[src/rtl/calc_pkg.sv]
// rtl/calc_pkg.sv - shared constants, state encoding and helpers for the calculator host
package calc_pkg;

  localparam int               DEPTH_DEF      = 64;
  localparam logic [7:0]       END_CHAR_DEF   = 8'h3D;
  localparam int               TIMEOUT_DEF    = 4096;
  localparam int               ADDR_W         = 6;
  localparam int               CHAR_W         = 8;
  localparam int               RES_W          = 16;
  localparam logic [RES_W-1:0] TIMEOUT_RESULT = 16'hFFFF;

  typedef enum logic [2:0] {
    ST_IDLE   = 3'd0,
    ST_LOAD   = 3'd1,
    ST_KICK   = 3'd2,
    ST_RUN    = 3'd3,
    ST_RESULT = 3'd4,
    ST_CLEAR  = 3'd5
  } state_t;

  // Expression length once the byte at ptr (the terminator) has been stored.
  function automatic logic [ADDR_W:0] next_len(input logic [ADDR_W-1:0] ptr);
    return {1'b0, ptr} + {{ADDR_W{1'b0}}, 1'b1};
  endfunction

endpackage

[src/rtl/instr_host_if.sv]
// rtl/instr_host_if.sv - host/calculator-facing signal bundle of instr_host
interface instr_host_if;
  import calc_pkg::*;

  logic [CHAR_W-1:0] Char_In;
  logic              Char_Valid;
  logic              Char_Ready;
  logic [ADDR_W-1:0] Instr_Addr;
  logic [CHAR_W-1:0] Instr;
  logic              En;
  logic              St;
  logic              Finish;
  logic [RES_W-1:0]  Result;
  logic              Res_Valid;
  logic [RES_W-1:0]  Res_Data;
  logic              Res_Ready;
  logic              Err;

  // Environment side: host byte source, calculator and result sink.
  modport master (
    output Char_In, Char_Valid, Instr_Addr, Finish, Result, Res_Ready,
    input  Char_Ready, Instr, En, St, Res_Valid, Res_Data, Err
  );

  // instr_host side.
  modport slave (
    input  Char_In, Char_Valid, Instr_Addr, Finish, Result, Res_Ready,
    output Char_Ready, Instr, En, St, Res_Valid, Res_Data, Err
  );

endinterface

[src/rtl/instr_buffer.sv]
// rtl/instr_buffer.sv - expression byte storage, synchronous write, asynchronous read
module instr_buffer #(
  parameter int DEPTH = 64,
  parameter int AW    = 6,
  parameter int DW    = 8
) (
  input  logic          clk_i,
  input  logic          we_i,
  input  logic [AW-1:0] waddr_i,
  input  logic [DW-1:0] wdata_i,
  input  logic [AW-1:0] raddr_i,
  output logic [DW-1:0] rdata_o
);

  logic [DW-1:0] mem_q [0:DEPTH-1];

  // Contents are left uninitialised; the owner masks reads beyond the valid length.
  always_ff @(posedge clk_i) begin
    if (we_i) begin
      mem_q[waddr_i] <= wdata_i;
    end
  end

  assign rdata_o = mem_q[raddr_i];

endmodule

[src/rtl/instr_host.sv]
// rtl/instr_host.sv - loads an ASCII expression, runs the calculator and returns its result
module instr_host
  import calc_pkg::*;
#(
  parameter int         DEPTH    = DEPTH_DEF,
  parameter logic [7:0] END_CHAR = END_CHAR_DEF,
  parameter int         TIMEOUT  = TIMEOUT_DEF
) (
  input logic         Sysclk,
  input logic         Rst,
  instr_host_if.slave bus
);

  localparam int               AW       = ADDR_W;
  localparam int               LW       = AW + 1;
  localparam int               TW       = (TIMEOUT > 1) ? $clog2(TIMEOUT) : 1;
  localparam logic [AW-1:0]    LAST_PTR = AW'(DEPTH - 1);
  localparam logic [LW-1:0]    FULL_LEN = LW'(DEPTH);
  localparam logic [TW-1:0]    TMO_LAST = TW'(TIMEOUT - 1);

  state_t            state_q, state_d;
  logic [AW-1:0]     wr_ptr_q, wr_ptr_d;
  logic [LW-1:0]     len_q, len_d;
  logic [RES_W-1:0]  res_data_q, res_data_d;
  logic              err_q, err_d;
  logic [TW-1:0]     tmo_q, tmo_d;

  logic              buf_we;
  logic [AW-1:0]     buf_waddr;
  logic [CHAR_W-1:0] buf_wdata;
  logic [CHAR_W-1:0] buf_rdata;

  logic              char_ready;
  logic              en;
  logic              st;
  logic              res_valid;

  instr_buffer #(
    .DEPTH (DEPTH),
    .AW    (AW),
    .DW    (CHAR_W)
  ) u_buffer (
    .clk_i   (Sysclk),
    .we_i    (buf_we),
    .waddr_i (buf_waddr),
    .wdata_i (buf_wdata),
    .raddr_i (bus.Instr_Addr),
    .rdata_o (buf_rdata)
  );

  // State and datapath registers; reset clears everything except buffer contents.
  always_ff @(posedge Sysclk or posedge Rst) begin
    if (Rst) begin
      state_q    <= ST_IDLE;
      wr_ptr_q   <= '0;
      len_q      <= '0;
      res_data_q <= '0;
      err_q      <= 1'b0;
      tmo_q      <= '0;
    end else begin
      state_q    <= state_d;
      wr_ptr_q   <= wr_ptr_d;
      len_q      <= len_d;
      res_data_q <= res_data_d;
      err_q      <= err_d;
      tmo_q      <= tmo_d;
    end
  end

  // Next-state logic, buffer write control and state-decoded outputs.
  always_comb begin
    state_d    = state_q;
    wr_ptr_d   = wr_ptr_q;
    len_d      = len_q;
    res_data_d = res_data_q;
    err_d      = err_q;
    tmo_d      = tmo_q;
    buf_we     = 1'b0;
    buf_waddr  = wr_ptr_q;
    buf_wdata  = bus.Char_In;
    char_ready = 1'b0;
    en         = 1'b0;
    st         = 1'b0;
    res_valid  = 1'b0;

    case (state_q)
      ST_IDLE: begin
        char_ready = 1'b1;
        wr_ptr_d   = '0;
        // The first byte always lands at slot 0, whatever pointer value is left over.
        buf_waddr  = '0;
        if (bus.Char_Valid) begin
          err_d = 1'b0;
          // A bare terminator is an empty expression and is simply discarded.
          if (bus.Char_In != END_CHAR) begin
            buf_we   = 1'b1;
            wr_ptr_d = AW'(1);
            len_d    = '0;
            state_d  = ST_LOAD;
          end
        end
      end

      ST_LOAD: begin
        char_ready = 1'b1;
        if (bus.Char_Valid) begin
          buf_we = 1'b1;
          if (bus.Char_In == END_CHAR) begin
            len_d   = next_len(wr_ptr_q);
            state_d = ST_KICK;
          end else if (wr_ptr_q == LAST_PTR) begin
            // Buffer full without a terminator: force one into the last slot.
            buf_wdata = END_CHAR;
            len_d     = FULL_LEN;
            err_d     = 1'b1;
            state_d   = ST_KICK;
          end else begin
            wr_ptr_d = wr_ptr_q + AW'(1);
          end
        end
      end

      ST_KICK: begin
        en       = 1'b1;
        st       = 1'b1;
        tmo_d    = '0;
        wr_ptr_d = '0;
        state_d  = ST_RUN;
      end

      ST_RUN: begin
        en = 1'b1;
        // Finish takes priority over an expiring timeout on the same cycle.
        if (bus.Finish) begin
          res_data_d = bus.Result;
          state_d    = ST_RESULT;
        end else if (tmo_q == TMO_LAST) begin
          res_data_d = TIMEOUT_RESULT;
          err_d      = 1'b1;
          state_d    = ST_RESULT;
        end else begin
          tmo_d = tmo_q + TW'(1);
        end
      end

      ST_RESULT: begin
        en        = 1'b1;
        res_valid = 1'b1;
        if (bus.Res_Ready) begin
          state_d = ST_CLEAR;
        end
      end

      ST_CLEAR: begin
        state_d = ST_IDLE;
      end

      default: begin
        state_d = ST_IDLE;
      end
    endcase
  end

  assign bus.Char_Ready = char_ready;
  assign bus.En         = en;
  assign bus.St         = st;
  assign bus.Res_Valid  = res_valid;
  assign bus.Res_Data   = res_data_q;
  assign bus.Err        = err_q;
  assign bus.Instr      = ({1'b0, bus.Instr_Addr} < len_q) ? buf_rdata : END_CHAR;

endmodule
[src/flat_wrapper.sv]
// flat-port wrapper written by rule: the top's interface ports become plain ports
module instr_host_flat import calc_pkg::*;
#(
  parameter int         DEPTH    = DEPTH_DEF,
  parameter logic [7:0] END_CHAR = END_CHAR_DEF,
  parameter int         TIMEOUT  = TIMEOUT_DEF
)
  (Sysclk, Rst, bus_Char_In, bus_Char_Valid, bus_Instr_Addr, bus_Finish, bus_Result, bus_Res_Ready, bus_Char_Ready, bus_Instr, bus_En, bus_St, bus_Res_Valid, bus_Res_Data, bus_Err);
  instr_host_if bus_i ();
  input logic Sysclk;
  input logic Rst;
  input wire logic [$bits(bus_i.Char_In)-1:0] bus_Char_In;
  input wire logic [$bits(bus_i.Char_Valid)-1:0] bus_Char_Valid;
  input wire logic [$bits(bus_i.Instr_Addr)-1:0] bus_Instr_Addr;
  input wire logic [$bits(bus_i.Finish)-1:0] bus_Finish;
  input wire logic [$bits(bus_i.Result)-1:0] bus_Result;
  input wire logic [$bits(bus_i.Res_Ready)-1:0] bus_Res_Ready;
  output wire logic [$bits(bus_i.Char_Ready)-1:0] bus_Char_Ready;
  output wire logic [$bits(bus_i.Instr)-1:0] bus_Instr;
  output wire logic [$bits(bus_i.En)-1:0] bus_En;
  output wire logic [$bits(bus_i.St)-1:0] bus_St;
  output wire logic [$bits(bus_i.Res_Valid)-1:0] bus_Res_Valid;
  output wire logic [$bits(bus_i.Res_Data)-1:0] bus_Res_Data;
  output wire logic [$bits(bus_i.Err)-1:0] bus_Err;
  assign bus_i.Char_In = bus_Char_In;
  assign bus_i.Char_Valid = bus_Char_Valid;
  assign bus_i.Instr_Addr = bus_Instr_Addr;
  assign bus_i.Finish = bus_Finish;
  assign bus_i.Result = bus_Result;
  assign bus_i.Res_Ready = bus_Res_Ready;
  assign bus_Char_Ready = bus_i.Char_Ready;
  assign bus_Instr = bus_i.Instr;
  assign bus_En = bus_i.En;
  assign bus_St = bus_i.St;
  assign bus_Res_Valid = bus_i.Res_Valid;
  assign bus_Res_Data = bus_i.Res_Data;
  assign bus_Err = bus_i.Err;
  instr_host #(.DEPTH(DEPTH), .END_CHAR(END_CHAR), .TIMEOUT(TIMEOUT)) u_core (.Sysclk(Sysclk), .Rst(Rst), .bus(bus_i));
endmodule
[config.mk]
export PLATFORM = sky130hd
export DESIGN_NAME = instr_host_flat
export DESIGN_NICKNAME = d
export VERILOG_FILES = /design/src/rtl/calc_pkg.sv /design/src/rtl/instr_host_if.sv /design/src/rtl/instr_buffer.sv /design/src/rtl/instr_host.sv /design/src/flat_wrapper.sv
export SDC_FILE = /design/constraint.sdc
export NUM_CORES = 1
export LEC_CHECK = 0
export CAP_MARGIN = 20
export CELL_PAD_IN_SITES_DETAIL_PLACEMENT = 1
export CELL_PAD_IN_SITES_GLOBAL_PLACEMENT = 1
export CORE_MARGIN = 2
export CORE_UTILIZATION = 30
export CTS_CLUSTER_DIAMETER = 200
export DETAILED_ROUTE_END_ITERATION = 8
export GPL_TIMING_DRIVEN = 0
export PLACE_DENSITY = 0.55
export SLEW_MARGIN = 20
export SYNTH_ARGS = -nofsm -noshare
export SYNTH_HDL_FRONTEND = slang
export SYNTH_SLANG_ARGS = --single-unit
[constraint.sdc]
create_clock -name Sysclk -period 3.85 [get_ports Sysclk]
set_input_delay 0.385 -clock Sysclk [delete_from_list [all_inputs] [get_ports Sysclk]]
set_output_delay 0.385 -clock Sysclk [all_outputs]
set_load 0.005 [all_outputs]
==> metrics.md, run 1 <==
| Metric | Value |
|---|---|
| Core box area | `roughly 73,000 µm²` |
| Worst Hold Class | `input pin to asynchronous set/reset pin` |
| Vias in the first global route | `12,500` |
| Tot GR Track Use | `16.3%` |
| Drt drc | `0` |
| Final wirelength | `62,200 µm` |
| Seq cells post-synth | `557` |
| N_diodes | `0` |
| RePlAce Congestion | `a little over 0.8` |
| Hold_buf cts | `0` |
| Comb pwr share | `approximately a tenth` |
| Post-Layout Cell Count | `2,292` |
| Post-synth EDFFs | `512` |
| Sw Pwr | `3470 µW` |
| Syn_area_per_cell | `19.3 µm²` |
| Vias/cell | `~5.1` |
| First-pass GRT wire length | `90,400 µm` |
| Via count | `about 12,000` |
| RSZ-0062 raised after global routing | `true` |
| Initial antenna violation count | `1` |
| Worst slew pin tran | `1.04 ns` |
| Final HPWL DP | `41,700 µm` |
| # Max-Cap Violations | `0` |
| Clock power share | `between 40% and 50%` |
| Asr flop ratio synth | `8.08%` |
| Final setup violation count | `0` |
| Global route total overflow | `0` |
| Synth Warn # | `0` |
| DR WL/cell | `27.1 µm` |
| Crit path time final | `3.82 ns` |
| Final std cell area, no fill | `26,500 µm²` |
| Arrival time at the worst endpoint | `3.44 ns` |
| Mapped Nets | `1,194` |
| CP Class | `input pin to primary output` |
| Clock sinks | `around 560` |
| H-tree levels | `2` |
| Starting Density | `a little under a third` |
| P_leak | `about 0.0085 µW` |
| Placed Instance Area | `24,300 µm²` |
| Worst-skew pair later-pin latency | `0.65 ns` |
| Synth-to-layout area growth | `19.1%` |
| CTS Buf Count | `60` |
| Status | `complete, no violations` |
| DR pass1 iterations | `5` |
| Total Power | `14,200 µW` |
| Nets@finish | `1,327` |
| Post-Syn Area | `22,200 µm²` |
| CP Data Required Time | `approximately 3.5 ns` |
| Clk root buf | `clkbuf_16` |
| Clock buffer depth | `3` |
| Max FO, Critical Path | `10` |
| Crit share post-route | `99.2%` |
| Hold Fails Final Rpt | `0` |
| Sequential power share | `about half` |
| DIE HEIGHT | `276 µm` |
| Worst Setup Start Kind | `input pin` |
| Max-slew headroom | `29.9%` |
| Dpl cells | `between 2,000 and 2,500` |
| Largest net degree at the start of global routing | `65` |
| Post-DRT Antenna Nets | `0` |
| Yosys cell types | `58` |
| Max Clock Skew | `0.0297 ns` |
| CP Capture Type | `primary output` |
| Sequential area share after synthesis | `74.2%` |
| Mapped Cells | `approximately 1,200` |
| Standard-cell row count | `~100` |
| Max-slew violations | `0` |
| Die X | `276 µm` |
| CTS clk-pin slew, worst paths | `~0.06 ns` |
| Primary FF master, synth | `edfxtp_1` |
| Die area | `approximately 76,000 µm²` |
| Post-layout util | `36.2%` |
| Pint | `roughly 11,000 µW` |
| Share of layout cells above drive strength 1 | `23.0%` |
| Max Freq | `around 260 MHz` |
| I/O Pins | `64` |
| Power per Cell Area | `536 nW/µm²` |
| Maximum VDD drop | `0.396 mV` |
| Initial DRC count | `approximately 1,200` |
| I/O Buffers | `62` |
| CTS tree | `yes` |
| Sw Ratio | `24.4%` |
## Yosys cell counts (4+ instances only)
| cell | instances | area, µm² |
|---|---|---|
| edfxtp_1 | 512 | 15400 |
| mux4_2 | 120 | 2700 |
| nor2_1 | 91 | 342 |
| o22ai_1 | 55 | 344 |
| dfrtp_1 | 45 | 1130 |
| nand2_1 | 32 | 120 |
| nand3_1 | 21 | 105 |
| o22a_1 | 21 | 184 |
| buf_2 | 20 | 100 |
| nand2b_1 | 18 | 113 |
| inv_1 | 15 | 56.3 |
| nor4_1 | 13 | 81.3 |
| clkbuf_1 | 12 | 45.0 |
| nor2b_1 | 12 | 75.1 |
| a21oi_1 | 11 | 55.1 |
| o21ai_0 | 11 | 55.1 |
| nand4_1 | 10 | 62.6 |
| buf_6 | 9 | 101 |
| mux2i_1 | 9 | 90.1 |
| mux2_2 | 8 | 90.1 |
| mux4_1 | 8 | 210 |
| buf_4 | 7 | 52.6 |
| ha_1 | 7 | 87.6 |
| xnor2_1 | 7 | 61.3 |
| a22oi_1 | 6 | 45.0 |
| nor3_1 | 6 | 30.0 |
| and3_1 | 5 | 31.3 |
| or3_1 | 5 | 31.3 |
| nand3b_1 | 4 | 30.0 |
| nand4b_1 | 4 | 35.0 |
| o41ai_1 | 4 | 35.0 |
## worst paths after layout
kind / from / endpoint / slack (ns) / depth (start not counted)
max: bus_Instr_Addr[2] / bus_Instr[3] / 0.03 / 10
min: Rst / u_core.bus.Res_Data[15]$_DFFE_PP0P_ / 0.08 / 2
max reg2reg: u_core.state_q[0]$_DFFE_PP0P_ / u_core.u_buffer.mem_q[15][3]$_DFFE_PP_ / 0.37 / 5
min reg2reg: u_core.bus.Res_Data[1]$_DFFE_PP0P_ / u_core.bus.Res_Data[1]$_DFFE_PP0P_ / 0.49 / 1
max in group asynchronous: Rst / u_core.tmo_q[8]$_DFFE_PP0P_ / 3.24 / 3
min in group Sysclk: bus_Result[13] / u_core.bus.Res_Data[13]$_DFFE_PP0P_ / 0.37 / 2
## registers in the layout, indices dropped and copies added, names as in the netlist
register	flops
u_core.wr_ptr_q	6
u_core.bus.Err	1
u_core.state_q	3
u_core.u_buffer.mem_q	512
u_core.len_q	7
u_core.bus.Res_Data	16
u_core.tmo_q	12
## cell families after synthesis
group	Yosys count	synth area share, %
multiplexers	145	13.9
XOR/XNOR	7	0.276
AND/OR/NAND/NOR	233	5.16
adder cells (fa/ha/maj)	7	0.394
buffers and inverters	70	1.91
AO/OA/AOI/OAI	133	4.20
flip-flops	557	74.2
## critical path: stages
cell             delay [ns]
clkdlybuf4s50_1        0.54
buf_4                  0.25
buf_4                  0.25
buf_4                  0.26
nand3b_1               0.18
buf_12                 0.14
o22ai_1                0.18
nor4_2                 0.39
o22a_1                 0.29
clkdlybuf4s50_1        0.53
## final cells by class
cell class	instances	area, µm²
fillers	7204	46700
flip-flops and latches	557	16500
multi-input cells	525	5510
clock buffers	71	1560
well taps	959	1200
repair buffers	73	821
clock inverters	39	425
plain buffers	53	422
inverters	15	56.3
## routing by layer
| metal | GRT usage [%] | part of all wire, % | wire, µm |
|---|---|---|---|
| met5 | 0 | 0.021 | 13 |
| met4 | 3.90 | 1.8 | 1110 |
| met3 | 3.94 | 6.6 | 4130 |
| met2 | 25.7 | 46 | 28800 |
| met1 | 22.8 | 45 | 28100 |
## placed cells by master, fill, tap and decap left out, drive strengths merged, types with 4 or more instances in the layout
cell and n:
clkinv 30, mux4 128, o41ai 5, xnor2 7, clkbuf 83, nand2 32
nor2 91, nor4 13, mux2 8, nor3 6, a22oi 6, nand4b 4
buf 52, nand3b 4, o22a 21, o21ai 13, nand4 10, edfxtp 512
nor2b 12, clkdlybuf4s50 61, ha 7, or3 5, nand3 21, and3 5
o22ai 55, a21oi 11, nand2b 18, mux2i 9, bufinv 7, dfrtp 45
inv 16
## through the flow
| stage | hold slack (ns) | setup TNS [ns] | worst slack (ns) |
|---|---|---|---|
| 2_1_floorplan | 0.450 | 0 | 1.22 |
| 3_3_place_gp | 0.470 | -271.57 | -0.813 |
| 3_5_place_dp | 0.479 | -4.34 | -0.622 |
| 4_1_cts | 0.0667 | 0 | 0.00631 |
| 5_1_grt | 0.110 | -0.00133 | -0.00133 |
| 6_report | 0.0754 | 0 | 0.0297 |
## power by group through the flow
stage	Clock [µW]	Sequential (µW)	Combinational, µW
after floorplan	0	7000	824
after global placement	0	7030	1400
after detailed placement	0	7020	1430
after CTS	5950	6900	1460
after global routing	6160	6920	1580
final	5830	6900	1460
## timing repair
item / 4_1_cts / 5_1_grt
gates resized for setup: 34 / 13
setup buffers: 3 / 1
setup endpoints to repair: 8 / 7
pin swaps: 2 / 3
Power figures use the tool's default switching activity.
==> run 2, diff against run 1 <==
- CTS_CLUSTER_SIZE: not set -> 20
- SETUP_SLACK_MARGIN: not set -> 0.05
- SYNTH_HIERARCHICAL: not set -> 1
==> run 2 against run 1 <==
Effect of this change: synthesized cell count up 4.0%; fmax up 2.0%; power down 18%; worst hold slack better by 0.071 ns; setup slack better by 0.076 ns; highest routed layer is now met4; sequential power down 0.7%; flip-flop and latch count unchanged; critical endpoint is now u_core/u_buffer/mem_q[47][5]$_DFFE_PP_; clock skew down 0.011 ns; combinational power down 3%; non-clock buffer count up 12; routed wire length down 1.6%.
==> metrics.md, run 2 <==
| Metric | Value |
|---|---|
| Sw Ratio | `24.8% (was 24.4%)` |
| Core box area | `74,400 µm² (was 73,200 µm²)` |
| Sequential area share after synthesis | `73.2% (was 74.2%)` |
| Share of layout cells above drive strength 1 | `25.2% (was 23.0%)` |
| Biggest register | `u_core/u_buffer/mem_q (was u_core.u_buffer.mem_q)` |
| Clk root buf | `clkbuf_16 (unchanged)` |
| Top cells by area, synth | `edfxtp_1 (68%), mux4_2 (13%), dfrtp_1 (5.0%) (was edfxtp_1 (69%), mux4_2 (12%), dfrtp_1 (5.1%))` |
| Maximum VDD drop | `0.351 mV (was 0.396 mV)` |
| CTS clk-pin slew, worst paths | `0.09 ns (was 0.06 ns)` |
| Standard-cell row count | `100 (was 99)` |
| Seq cells post-synth | `557 (unchanged)` |
| Most common cell after layout, fill and taps aside | `edfxtp_1 (unchanged)` |
| Status | `complete, no violations (unchanged)` |
| Clock power share | `28.9% (was 41.1%)` |
| CTS tree | `yes (unchanged)` |
| Die area | `77,300 µm² (was 76,400 µm²)` |
| Sw Pwr | `2890 µW (was 3470 µW)` |
| DR WL/cell | `26.8 µm (was 27.1 µm)` |
| Max Clock Skew | `0.0186 ns (was 0.0297 ns)` |
| Total Power | `11,600 µW (was 14,200 µW)` |
| Worst setup margin | `0.106 ns (was 0.0297 ns)` |
| Worst-path cell chain | `clkbuf_1 -> nor3_2 -> nor2b_1 -> clkbuf_1 -> nand4_1 -> nor2_1 (was clkdlybuf4s50_1 -> buf_4 -> buf_4 -> buf_4 -> nand3b_1 -> buf_12 -> o22ai_1 -> nor4_2 -> o22a_1 -> clkdlybuf4s50_1)` |
| Mapped Cells | `1,198 (was 1,152)` |
| Clock buffer depth | `3 (unchanged)` |
| Die X | `278 µm (was 276 µm)` |
| Synth area leader | `edfxtp_1 (unchanged)` |
| P_leak | `0.00804 µW (was 0.00851 µW)` |
| Post-Syn Area | `22,500 µm² (was 22,200 µm²)` |
| CTS Buf Count | `31 (was 60)` |
| Most frequent cell after synthesis | `edfxtp_1 (unchanged)` |
| Synth top area share | `68.2% (was 69.1%)` |
| Worst slew pin tran | `1.04 ns (about the same)` |
| Asr flop ratio synth | `8.08% (unchanged)` |
| Power per Cell Area | `447 nW/µm² (was 536 nW/µm²)` |
| I/O Buffers | `63 (was 62)` |
| Number of flip-flops in the largest register | `512 (unchanged)` |
| Final HPWL DP | `40,700 µm (was 41,700 µm)` |
| Final setup violation count | `0 (unchanged)` |
| Global route total overflow | `0 (unchanged)` |
| Vias in the first global route | `12,700 (was 12,500)` |
| RSZ-0062 raised after global routing | `true (unchanged)` |
| Worst Setup Start Kind | `flip-flop (was input pin)` |
| Arrival time at the worst endpoint | `3.98 ns (was 3.44 ns)` |
| Max Freq | `267 MHz (was 262 MHz)` |
| Pint | `8750 µW (was 10,700 µW)` |
| Post-synth EDFFs | `512 (unchanged)` |
| Synth-to-layout area growth | `15.6% (was 19.1%)` |
| Initial antenna violation count | `1 (unchanged)` |
| CP Data Required Time | `4.09 ns (was 3.46 ns)` |
| Clock sinks | `557 (unchanged)` |
| Vias/cell | `5.16 (was 5.14)` |
| N_diodes | `0 (unchanged)` |
| CP most frequent cell | `clkbuf_1 (was buf_4)` |
| Hold Fails Final Rpt | `0 (unchanged)` |
| Mapped Nets | `1,240 (was 1,194)` |
| Nets@finish | `1,348 (was 1,327)` |
| Max-slew headroom | `30.6% (was 29.9%)` |
| Dpl cells | `2,238 (was 2,180)` |
| Worst-skew pair later-pin latency | `0.62 ns (was 0.65 ns)` |
| Worst hold slack | `0.146 ns (was 0.0754 ns)` |
| H-tree levels | `1 (was 2)` |
| Commonest cells in the netlist | `edfxtp_1 (512), mux4_2 (126), nor2_1 (100), nand2_1 (47), dfrtp_1 (45) (was edfxtp_1 (512), mux4_2 (120), nor2_1 (91), o22ai_1 (55), dfrtp_1 (45))` |
| Max FO, Critical Path | `10 (unchanged)` |
| Worst slack at placement | `-1.12 ns (was -0.622 ns)` |
| Synth Warn # | `6 (was 0)` |
| RePlAce Congestion | `0.786 (was 0.818)` |
| Initial DRC count | `927 (was 1,235)` |
| Yosys cell types | `70 (was 58)` |
| # Max-Cap Violations | `0 (unchanged)` |
| Tot GR Track Use | `15.9% (was 16.3%)` |
| Primary FF master, synth | `edfxtp_1 (unchanged)` |
| Slowest stage cell, crit path | `nor2_1 (was clkdlybuf4s50_1)` |
| Syn_area_per_cell | `18.8 µm² (was 19.3 µm²)` |
| Sequential power share | `58.9% (was 48.6%)` |
| Comb pwr share | `12.2% (was 10.3%)` |
| Final wirelength | `61,200 µm (was 62,200 µm)` |
| DIE HEIGHT | `278 µm (was 276 µm)` |
| Drt drc | `0 (unchanged)` |
| Crit share post-route | `97.3% (was 99.2%)` |
| Placed Instance Area | `24,600 µm² (was 24,300 µm²)` |
| Crit path time final | `3.74 ns (was 3.82 ns)` |
| Starting Density | `30.3% (was 30.4%)` |
| CP Class | `flip-flop to flip-flop (was input pin to primary output)` |
| Max-slew violations | `0 (unchanged)` |
| DR pass1 iterations | `6 (was 5)` |
| Via count | `11,800 (about the same)` |
| Crit-path max cell delay | `0.92 ns (was 0.54 ns)` |
| I/O Pins | `64 (unchanged)` |
| Largest net degree at the start of global routing | `65 (unchanged)` |
| Post-DRT Antenna Nets | `0 (unchanged)` |
| Final std cell area, no fill | `26,000 µm² (was 26,500 µm²)` |
| Commonest cells after routing, fill and taps aside | `edfxtp_1 (512), mux4_2 (126), clkdlybuf4s50_1 (61) (was edfxtp_1 (512), mux4_2 (120), nor2_1 (91))` |
| CP Capture Type | `flip-flop (was primary output)` |
| Worst Hold Class | `input pin to asynchronous set/reset pin (unchanged)` |
| Post-Layout Cell Count | `2,286 (was 2,292)` |
| First-pass GRT wire length | `90,500 µm (was 90,400 µm)` |
run 2: per-layer routing:
layer,vias up,share of wire [%],track usage [%]
met1,6492,44,21.6
li1,5046,-,-
met2,215,51,28.0
met5,-,0,0
met4,0,1.4,2.84
met3,50,3.5,1.69
run 2: cells by family (layout without fill, tap and decap cells):
family,after synthesis,after routing,synth area share [%]
AOI/OAI and AO/OA,123,123,4.18
xor gates and xnor gates,10,10,0.389
adders and majority gates,7,7,0.389
buffers and inverters,77,196,1.91
DFF,557,557,73.2
muxes,163,163,14.3
and+or+nand+nor,261,261,5.59
run 2: worst paths after layout:
check                      slack, ns                           from  cells past startpoint                                endpoint
max reg2reg                     0.11  u_core/state_q[2]$_DFFE_PP0P_                      6  u_core/u_buffer/mem_q[47][5]$_DFFE_PP_
min reg2reg                     0.49    u_core/len_q[2]$_DFFE_PP0P_                      2             u_core/len_q[2]$_DFFE_PP0P_
min in group Sysclk             0.40                 bus_Result[12]                      2     u_core/bus.Res_Data[12]$_DFFE_PP0P_
min                             0.15                            Rst                      2      u_core/bus.Res_Data[7]$_DFFE_PP0P_
max                             0.11  u_core/state_q[2]$_DFFE_PP0P_                      6  u_core/u_buffer/mem_q[47][5]$_DFFE_PP_
max in group asynchronous       3.17                            Rst                      3          u_core/wr_ptr_q[2]$_DFFE_PP0P_
run 2: stage by stage:
step                      setup TNS, ns  util [%]
after floorplan                       0         -
after global placement          -347.55      32.7
after detailed placement         -88.77      33.0
after CTS                        -14.40      34.7
after global routing                  0      35.0
final                                 0      35.0
run 2: timing repair:
action                     in CTS  in global routing
resized for setup             128                 51
setup endpoints to repair     296                444
pin swaps                       3                  2
hold buffers                    0                  0
setup buffers                   3                  0
run 2: power groups by stage:
| stage | combinational [µW] | sequential [µW] | clock, µW |
|---|---|---|---|
| 3_5_place_dp | 1320 | 6990 | 0 |
| 3_3_place_gp | 1280 | 7000 | 0 |
| 2_1_floorplan | 756 | 6960 | 0 |
| 4_1_cts | 1400 | 6850 | 3490 |
| 5_1_grt | 1520 | 6870 | 3690 |
| 6_report | 1420 | 6850 | 3360 |
run 2: critical path: cells and delay by family (launching register included):
kind / cells / cell delay (ns)
buf+inv: 2 / 0.94
simple gates: 4 / 1.95
flops: 1 / 0.47
run 2: area by class of cell:
| class | instances | area (µm²) |
|---|---|---|
| Sequential cell | 557 | 16500 |
| Clock buffer | 42 | 817 |
| Buffer | 63 | 599 |
| Multi-Input combinational cell | 564 | 6040 |
| Inverter | 14 | 52.6 |
| Fill cell | 7336 | 48400 |
| Clock inverter | 2 | 13.8 |
| Tap cell | 969 | 1210 |
| Timing Repair Buffer | 75 | 808 |
